<file path="src/rtl/vga_pkg.sv">
// Shared timing defaults, counter widths and pixel type for the VGA timing block.
package vga_pkg;

    localparam int DEF_HDISP  = 800;
    localparam int DEF_HFP    = 40;
    localparam int DEF_HPULSE = 48;
    localparam int DEF_HBP    = 40;

    localparam int DEF_VDISP  = 480;
    localparam int DEF_VFP    = 13;
    localparam int DEF_VPULSE = 3;
    localparam int DEF_VBP    = 29;

    localparam int HW = 11;
    localparam int VW = 10;

    typedef struct packed {
        logic [7:0] r;
        logic [7:0] g;
        logic [7:0] b;
    } rgb_t;

    localparam rgb_t RGB_BLACK = '0;
    localparam rgb_t RGB_WHITE = '1;

endpackage

</file>
<file path="src/rtl/vga_test_pattern.sv">
// Grid generator: white on every 32nd column/line inside the active area.
module vga_test_pattern
    import vga_pkg::*;
(
    input  logic [HW-1:0] hcnt,
    input  logic [VW-1:0] vcnt,
    input  logic          active,
    output rgb_t          rgb
);

    logic on_grid;

    always_comb begin
        on_grid = (hcnt[4:0] == 5'd0) || (vcnt[4:0] == 5'd0);
        rgb     = RGB_BLACK;
        if (active && on_grid) begin
            rgb = RGB_WHITE;
        end
    end

endmodule

</file>
<file path="src/rtl/vga_timing.sv">
// VGA raster timing with FIFO-fed pixels; define VGA_TEST_PATTERN_EN
// to replace the FIFO path with an internal grid pattern.
module vga_timing
    import vga_pkg::*;
#(
    parameter int HDISP  = DEF_HDISP,
    parameter int HFP    = DEF_HFP,
    parameter int HPULSE = DEF_HPULSE,
    parameter int HBP    = DEF_HBP,
    parameter int VDISP  = DEF_VDISP,
    parameter int VFP    = DEF_VFP,
    parameter int VPULSE = DEF_VPULSE,
    parameter int VBP    = DEF_VBP
)
(
    input  logic          pixel_clk,
    input  logic          pixel_rst_n,
    input  logic [23:0]   pix_data,
    input  logic          pix_empty,
    output logic          pix_rd,
    output logic          VGA_HS,
    output logic          VGA_VS,
    output logic          VGA_BLANK,
    output logic          VGA_SYNC,
    output logic [7:0]    VGA_R,
    output logic [7:0]    VGA_G,
    output logic [7:0]    VGA_B,
    output logic [HW-1:0] pix_x,
    output logic [VW-1:0] pix_y,
    output logic          frame_start,
    output logic          underrun
);

    localparam int HTOT = HDISP + HFP + HPULSE + HBP;
    localparam int VTOT = VDISP + VFP + VPULSE + VBP;

    localparam logic [HW-1:0] H_LAST = HW'(HTOT - 1);
    localparam logic [HW-1:0] H_ACT  = HW'(HDISP);
    localparam logic [HW-1:0] HS_ON  = HW'(HDISP + HFP);
    localparam logic [HW-1:0] HS_OFF = HW'(HDISP + HFP + HPULSE);

    localparam logic [VW-1:0] V_LAST = VW'(VTOT - 1);
    localparam logic [VW-1:0] V_ACT  = VW'(VDISP);
    localparam logic [VW-1:0] VS_ON  = VW'(VDISP + VFP);
    localparam logic [VW-1:0] VS_OFF = VW'(VDISP + VFP + VPULSE);

    logic [HW-1:0] hcnt;
    logic [VW-1:0] vcnt;
    logic          hlast;
    logic          vlast;
    logic          active;
    logic          hs_n;
    logic          vs_n;
    logic          origin;
    rgb_t          pix_rgb;

    always_comb begin
        hlast  = (hcnt == H_LAST);
        vlast  = (vcnt == V_LAST);
        active = (hcnt < H_ACT) && (vcnt < V_ACT);
        hs_n   = !((hcnt >= HS_ON) && (hcnt < HS_OFF));
        vs_n   = !((vcnt >= VS_ON) && (vcnt < VS_OFF));
        origin = (hcnt == '0) && (vcnt == '0);
    end

    always_ff @(posedge pixel_clk) begin
        if (!pixel_rst_n) begin
            hcnt <= '0;
            vcnt <= '0;
        end else if (hlast) begin
            hcnt <= '0;
            vcnt <= vlast ? '0 : vcnt + VW'(1);
        end else begin
            hcnt <= hcnt + HW'(1);
        end
    end

    // Timing outputs trail the counters by one cycle.
    always_ff @(posedge pixel_clk) begin
        if (!pixel_rst_n) begin
            VGA_HS      <= 1'b1;
            VGA_VS      <= 1'b1;
            VGA_BLANK   <= 1'b0;
            pix_x       <= '0;
            pix_y       <= '0;
            frame_start <= 1'b0;
        end else begin
            VGA_HS      <= hs_n;
            VGA_VS      <= vs_n;
            VGA_BLANK   <= active;
            pix_x       <= hcnt;
            pix_y       <= vcnt;
            frame_start <= origin;
        end
    end

`ifdef VGA_TEST_PATTERN_EN

    rgb_t grid;
    rgb_t rgb_q;
    logic unused_fifo;

    assign unused_fifo = ^{pix_data, pix_empty};

    vga_test_pattern u_pattern (
        .hcnt   (hcnt),
        .vcnt   (vcnt),
        .active (active),
        .rgb    (grid)
    );

    always_ff @(posedge pixel_clk) begin
        if (!pixel_rst_n) begin
            rgb_q <= RGB_BLACK;
        end else begin
            rgb_q <= grid;
        end
    end

    assign pix_rd   = 1'b0;
    assign underrun = 1'b0;
    assign pix_rgb  = rgb_q;

`else

    logic rd_q;
    logic under_q;

    assign pix_rd = pixel_rst_n & active & ~pix_empty;

    // rd_q marks the output cycle whose pixel the FIFO is presenting now.
    always_ff @(posedge pixel_clk) begin
        if (!pixel_rst_n) begin
            rd_q    <= 1'b0;
            under_q <= 1'b0;
        end else begin
            rd_q    <= pix_rd;
            under_q <= under_q | (active & pix_empty);
        end
    end

    assign underrun = under_q;
    assign pix_rgb  = rd_q ? rgb_t'(pix_data) : RGB_BLACK;

`endif

    assign VGA_R    = pix_rgb.r;
    assign VGA_G    = pix_rgb.g;
    assign VGA_B    = pix_rgb.b;
    assign VGA_SYNC = 1'b0;

endmodule
</file>
<file path="config.mk">
export PLATFORM = sky130hd
export DESIGN_NAME = vga_timing
export DESIGN_NICKNAME = d
export VERILOG_FILES = /design/src/rtl/vga_pkg.sv /design/src/rtl/vga_test_pattern.sv /design/src/rtl/vga_timing.sv
export SDC_FILE = /design/constraint.sdc
export NUM_CORES = 1
export LEC_CHECK = 0
export ABC_AREA = 0
export BUFFER_PORTS_ARGS = -buffer_cell sky130_fd_sc_hd__buf_4
export CORE_MARGIN = 3
export CORE_UTILIZATION = 43
export DETAILED_ROUTE_END_ITERATION = 10
export GPL_ROUTABILITY_DRIVEN = 0
export MAX_ROUTING_LAYER = met4
export PLACE_DENSITY_LB_ADDON = 0.12
export REMOVE_ABC_BUFFERS = 1
export SYNTH_ARGS = -nofsm -noshare
export SYNTH_HDL_FRONTEND = slang
export SYNTH_HIERARCHICAL = 1
export SYNTH_SLANG_ARGS = --single-unit
</file>
<file path="constraint.sdc">
create_clock -name pixel_clk -period 2.3 [get_ports pixel_clk]
set_clock_uncertainty 0.15 [all_clocks]
set_input_delay 0.115 -clock pixel_clk [delete_from_list [all_inputs] [get_ports pixel_clk]]
set_output_delay 0.115 -clock pixel_clk [all_outputs]
set_load 0.005 [all_outputs]
</file>
Word-level counts from Yosys, hierarchy flattened. Cells that the tools add are included.

Flip-flop bits (word level): 48. Input port bits: 27. Output and inout bits: 52. Word-level logic and storage cells: 37.

Add/subtract/negate cells: 2. Order comparisons: 6. Equality and inequality tests: 2. Mux-type cells: 2. Bitwise operators: 6. Reduce and logical (&&, ||, !) cells: 9.

Operators with widths (number): 2-to-1 mux 24 bit (1); less-than comparator 11 x 10 -> 1 bit, second input constant (2); less-than comparator 10 x 9 -> 1 bit, second input constant (2); adder 11 x 1 -> 11 bit, second input constant (1); == test 11 x 10 -> 1 bit, second input constant (1); greater-or-equal comparator 11 x 10 -> 1 bit, second input constant (1); logical NOT 11 bit (1); adder 10 x 1 -> 10 bit, second input constant (1); == test 10 bit, second input constant (1); greater-or-equal comparator 10 x 9 -> 1 bit, second input constant (1); logical NOT 10 bit (1); 2-to-1 mux 10 bit (1); logical AND 1 bit (4); bitwise AND 1 bit (3); logical NOT 1 bit (2); inverter 1 bit (2); OR reduction 2 bit (1); bitwise OR 1 bit (1).

Logic depth before layout (Yosys ltp).
Depth in word-level cells: 4. Mapped depth: 6. Depth with buffers taken out: 6.

Worst setup path after synthesis. Ideal clock, no wire load.

Path kind: flip-flop to flip-flop. From: register hcnt[5]. To: register vcnt[6]. Setup time: 0.072 ns. Arrival time: 1.998 ns. Path slack: 0.080 ns. Stages on the path, launching flop included: 7. Clock period less this slack: 2.220 ns. Cell sequence: dfxtp_1 > buf_6 > or4b_4 > or4_1 > buf_2 > or4_1 > a21oi_1.

Cells in the longest elaborated chain, start to end: 1.

Ends and longest elaborated chain: from (decl) (RTL line vga_timing.sv:47) `logic [HW-1:0] hcnt;`; from (signal assigned) (RTL line vga_timing.sv:74) `hcnt <= hcnt + HW'(1);`; == test 11 x 10 -> 1 bit (RTL line vga_timing.sv:58) `hlast = (hcnt == H_LAST);`; to (signal assigned) (RTL line vga_timing.sv:72) `vcnt <= vlast ? '0 : vcnt + VW'(1);`; to (decl) (RTL line vga_timing.sv:48) `logic [VW-1:0] vcnt;`.

No other way between the ends. A chain may end at the register's enable or synchronous reset.

Worst setup path after layout.
From: register hcnt[6]. To: register vcnt[8].

The elaborated chain is that of the path after synthesis.

==> reports/summary.txt <==
Status: finished, final reports clean
Worst setup path startpoint: hcnt[6]$_SDFF_PP0_
DP Worst Slack: 0.06046 ns
Worst Setup End Kind: flop
DRC viols: 0
RSZ-0062 raised after global routing: false
Final WL: 4747 um
Top-area cell type share of the netlist area: 47.79%
Setup TNS: 0 ns
Seq/Total Area, Yosys: 47.79%
Vias after detailed routing: 1,767
CP Cell Sequence: or4b_4 > or4_4 > or4_1 > a21oi_1
Worst-path clk slew: 0.09 ns
Slowest-stage cell, CP: or4b_4
I/O pin total: 79
Pleak: 1.287 nW
Min-delay src: pixel_rst_n
Synth Cell Area: 0.002011 mm^2
Cell Rows: 24
Final nets: 336
Overall Global Routing Usage: 17.28%
Ant. Diodes: 0
Setup slack, reg-to-reg: 0.13 ns
Worst-Skew Late Latency: 0.30 ns
CP required: 2.38 ns
Drt via density: 4.963
Pin count of the biggest net entering global routing: 32
Achievable frequency: 461.8 MHz
Synth Flop Type: dfxtp_1
M1 WL: 1955 um
Fin. max-slew vios: 0
CTS tree: done
Initial DRC count: 73
Finished Layout Cells: 356
Multi-input gate area: 975.9 um^2
Asr flop ratio synth: 0%
Layout cells sized above 1: 33.55%
Crit path time final: 2.165 ns
FILL cells: 393
Die H: 74.38 um
Post-DR wirelength/cell: 13.33 um
Leading area contributor after synthesis: dfxtp_1
Area grow syn2layout: 41.44%
Drt first pass iters: 4
Most common cell after layout, fill and taps aside: buf_4
Postcts setup bufs: 0
H-tree Lvls: 2
CP peak stage delay: 0.56 ns
CTS buffer count: 5
# clock sinks: 48
Sequential Area: 960.9 um^2
Post-synth EDFFs: 0
Max FO, Critical Path: 6
P per Cell Area: 597.1 mW/mm^2
First-pass GRT wire length: 7120 um
Final Hold Viols: 0
Clock buffer depth: 2
RR Startpoint: hcnt[6]$_SDFF_PP0_
Worst Path Buf+Inv: 0
Port buffer count: 77
DR WL met3: 519 um
Initial Utilization: 45.24%
Final Util: 63.99%
Worst slew pin tran: 0.5309 ns
Critical Path AT: 2.25 ns
CP delay by family, top: simple AND/OR/NAND/NOR gates
Highest ir drop seen on vdd: 0.0004090 V
Area contributors post-synth: dfxtp_1, and2_1, ha_1
Max Used Layer: met4
Final setup fails: 0
Metal2 WL: 2190 um
Die W: 74.38 um
Final worst slack: 0.1346 ns
Post-synth cell types: 37
Synthesized area per cell: 9.181 um^2
Fin crit share: 94.15%
Max Cap Viol: 0
Antenna violations before repair: 0
Post-synthesis cell count: 219
Rel. slew slack: 64.28%
Most frequent cells in the layout: buf_4, dfxtp_1, and2_1, nand3_1, nor2_1
Vias in the first global route: 1,603
Hold WC Path Type: in -> reg
Placed instance count: 347
Remaining Overflow, GRT: 0
Post-synthesis register bit count: 48
Antenna violation net count after detailed routing: 0
CORE AREA: 0.004444 mm^2
Die area: 0.005532 mm^2
YS warnings: 6
Setup CP Type: reg -> reg
Worst Setup Start Kind: flop
Root Buffer: clkbuf_8
Placed wire-length estimate: 3542 um
-- kinds of logic after synthesis --
family,after synthesis,synth area share (%)
other cells,1,0.1865
buf+inv,21,4.667
simple gates,114,32.92
xor+xnor,11,4.792
flops,48,47.79
compound gates,18,5.911
fa+ha+maj,6,3.734
-- flip-flops by register name (all words and copies together) (netlist names), 10 cells and up --
| name | flops |
|---|---|
| pix_x | 11 |
| vcnt | 10 |
| hcnt | 11 |
| pix_y | 10 |
-- report_power, final --
group,switching (W),leakage (nW),internal (W)
clock network,0.000282,0.0687,0.000437
logic,0.0000439,0.829,0.0000800
registers,0.0000122,0.389,0.000843
-- through the flow --
stage	power [W]	hold slack, ns	cell area (um^2)
after floorplan	0.0009093	0.03661	1951
after global placement	0.0009977	0.1466	2676
after detailed placement	0.0009979	0.1482	2676
after CTS	0.001714	0.05053	2824
after global routing	0.001760	0.07189	2844
final	0.001698	0.04920	2844
-- timing repair --
item,4_1_cts,5_1_grt
resized for setup,0,4
endpoints found under the setup margin,0,4
hold buffers,1,0
hold endpoints to repair,2,0
-- cells in the mapped netlist (2+ instances only) --
master / count
ha_1: 6
and2_1: 48
nor2_1: 12
nand3_1: 14
or4_1: 3
o31ai_1: 2
xnor2_1: 3
nor3_1: 2
inv_1: 9
nor4_1: 5
a21boi_0: 2
nor2b_1: 4
nand4_1: 5
clkbuf_1: 7
and3_1: 3
a21oi_1: 7
buf_2: 2
xor2_1: 8
dfxtp_1: 48
or3_1: 4
nand2_1: 9
-- worst paths after layout --
check                         endpoint  depth (start not counted)
setup / recovery  vcnt[8]$_SDFFE_PN0N_                          4
hold / removal    vcnt[1]$_SDFFE_PN0N_                          2
setup reg to reg  vcnt[8]$_SDFFE_PN0N_                          4
hold reg to reg     hcnt[0]$_SDFF_PP0_                          1
-- worst reg2reg max path: stages, from the launching register on --
cell and delay [ns]:
dfxtp_1 0.37, or4b_4 0.56, or4_4 0.45, or4_1 0.42
a21oi_1 0.15
-- cell type report --
type	instances	share of cell area (%)
tap	52	2.288
sequential	48	33.79
clock inverter	3	2.420
multi-input combinational	150	34.32
inverter	9	1.188
timing repair buffer	89	23.58
clock buffer	5	2.420
-- per-layer routing --
metal  global-route usage [%]  vias up
met5                        -        -
met4                    7.312        0
met1                    19.63      786
met2                    28.20       76
li1                         -      895
met3                    5.135       10
No activity file was read; power rests on OpenSTA's default activity.
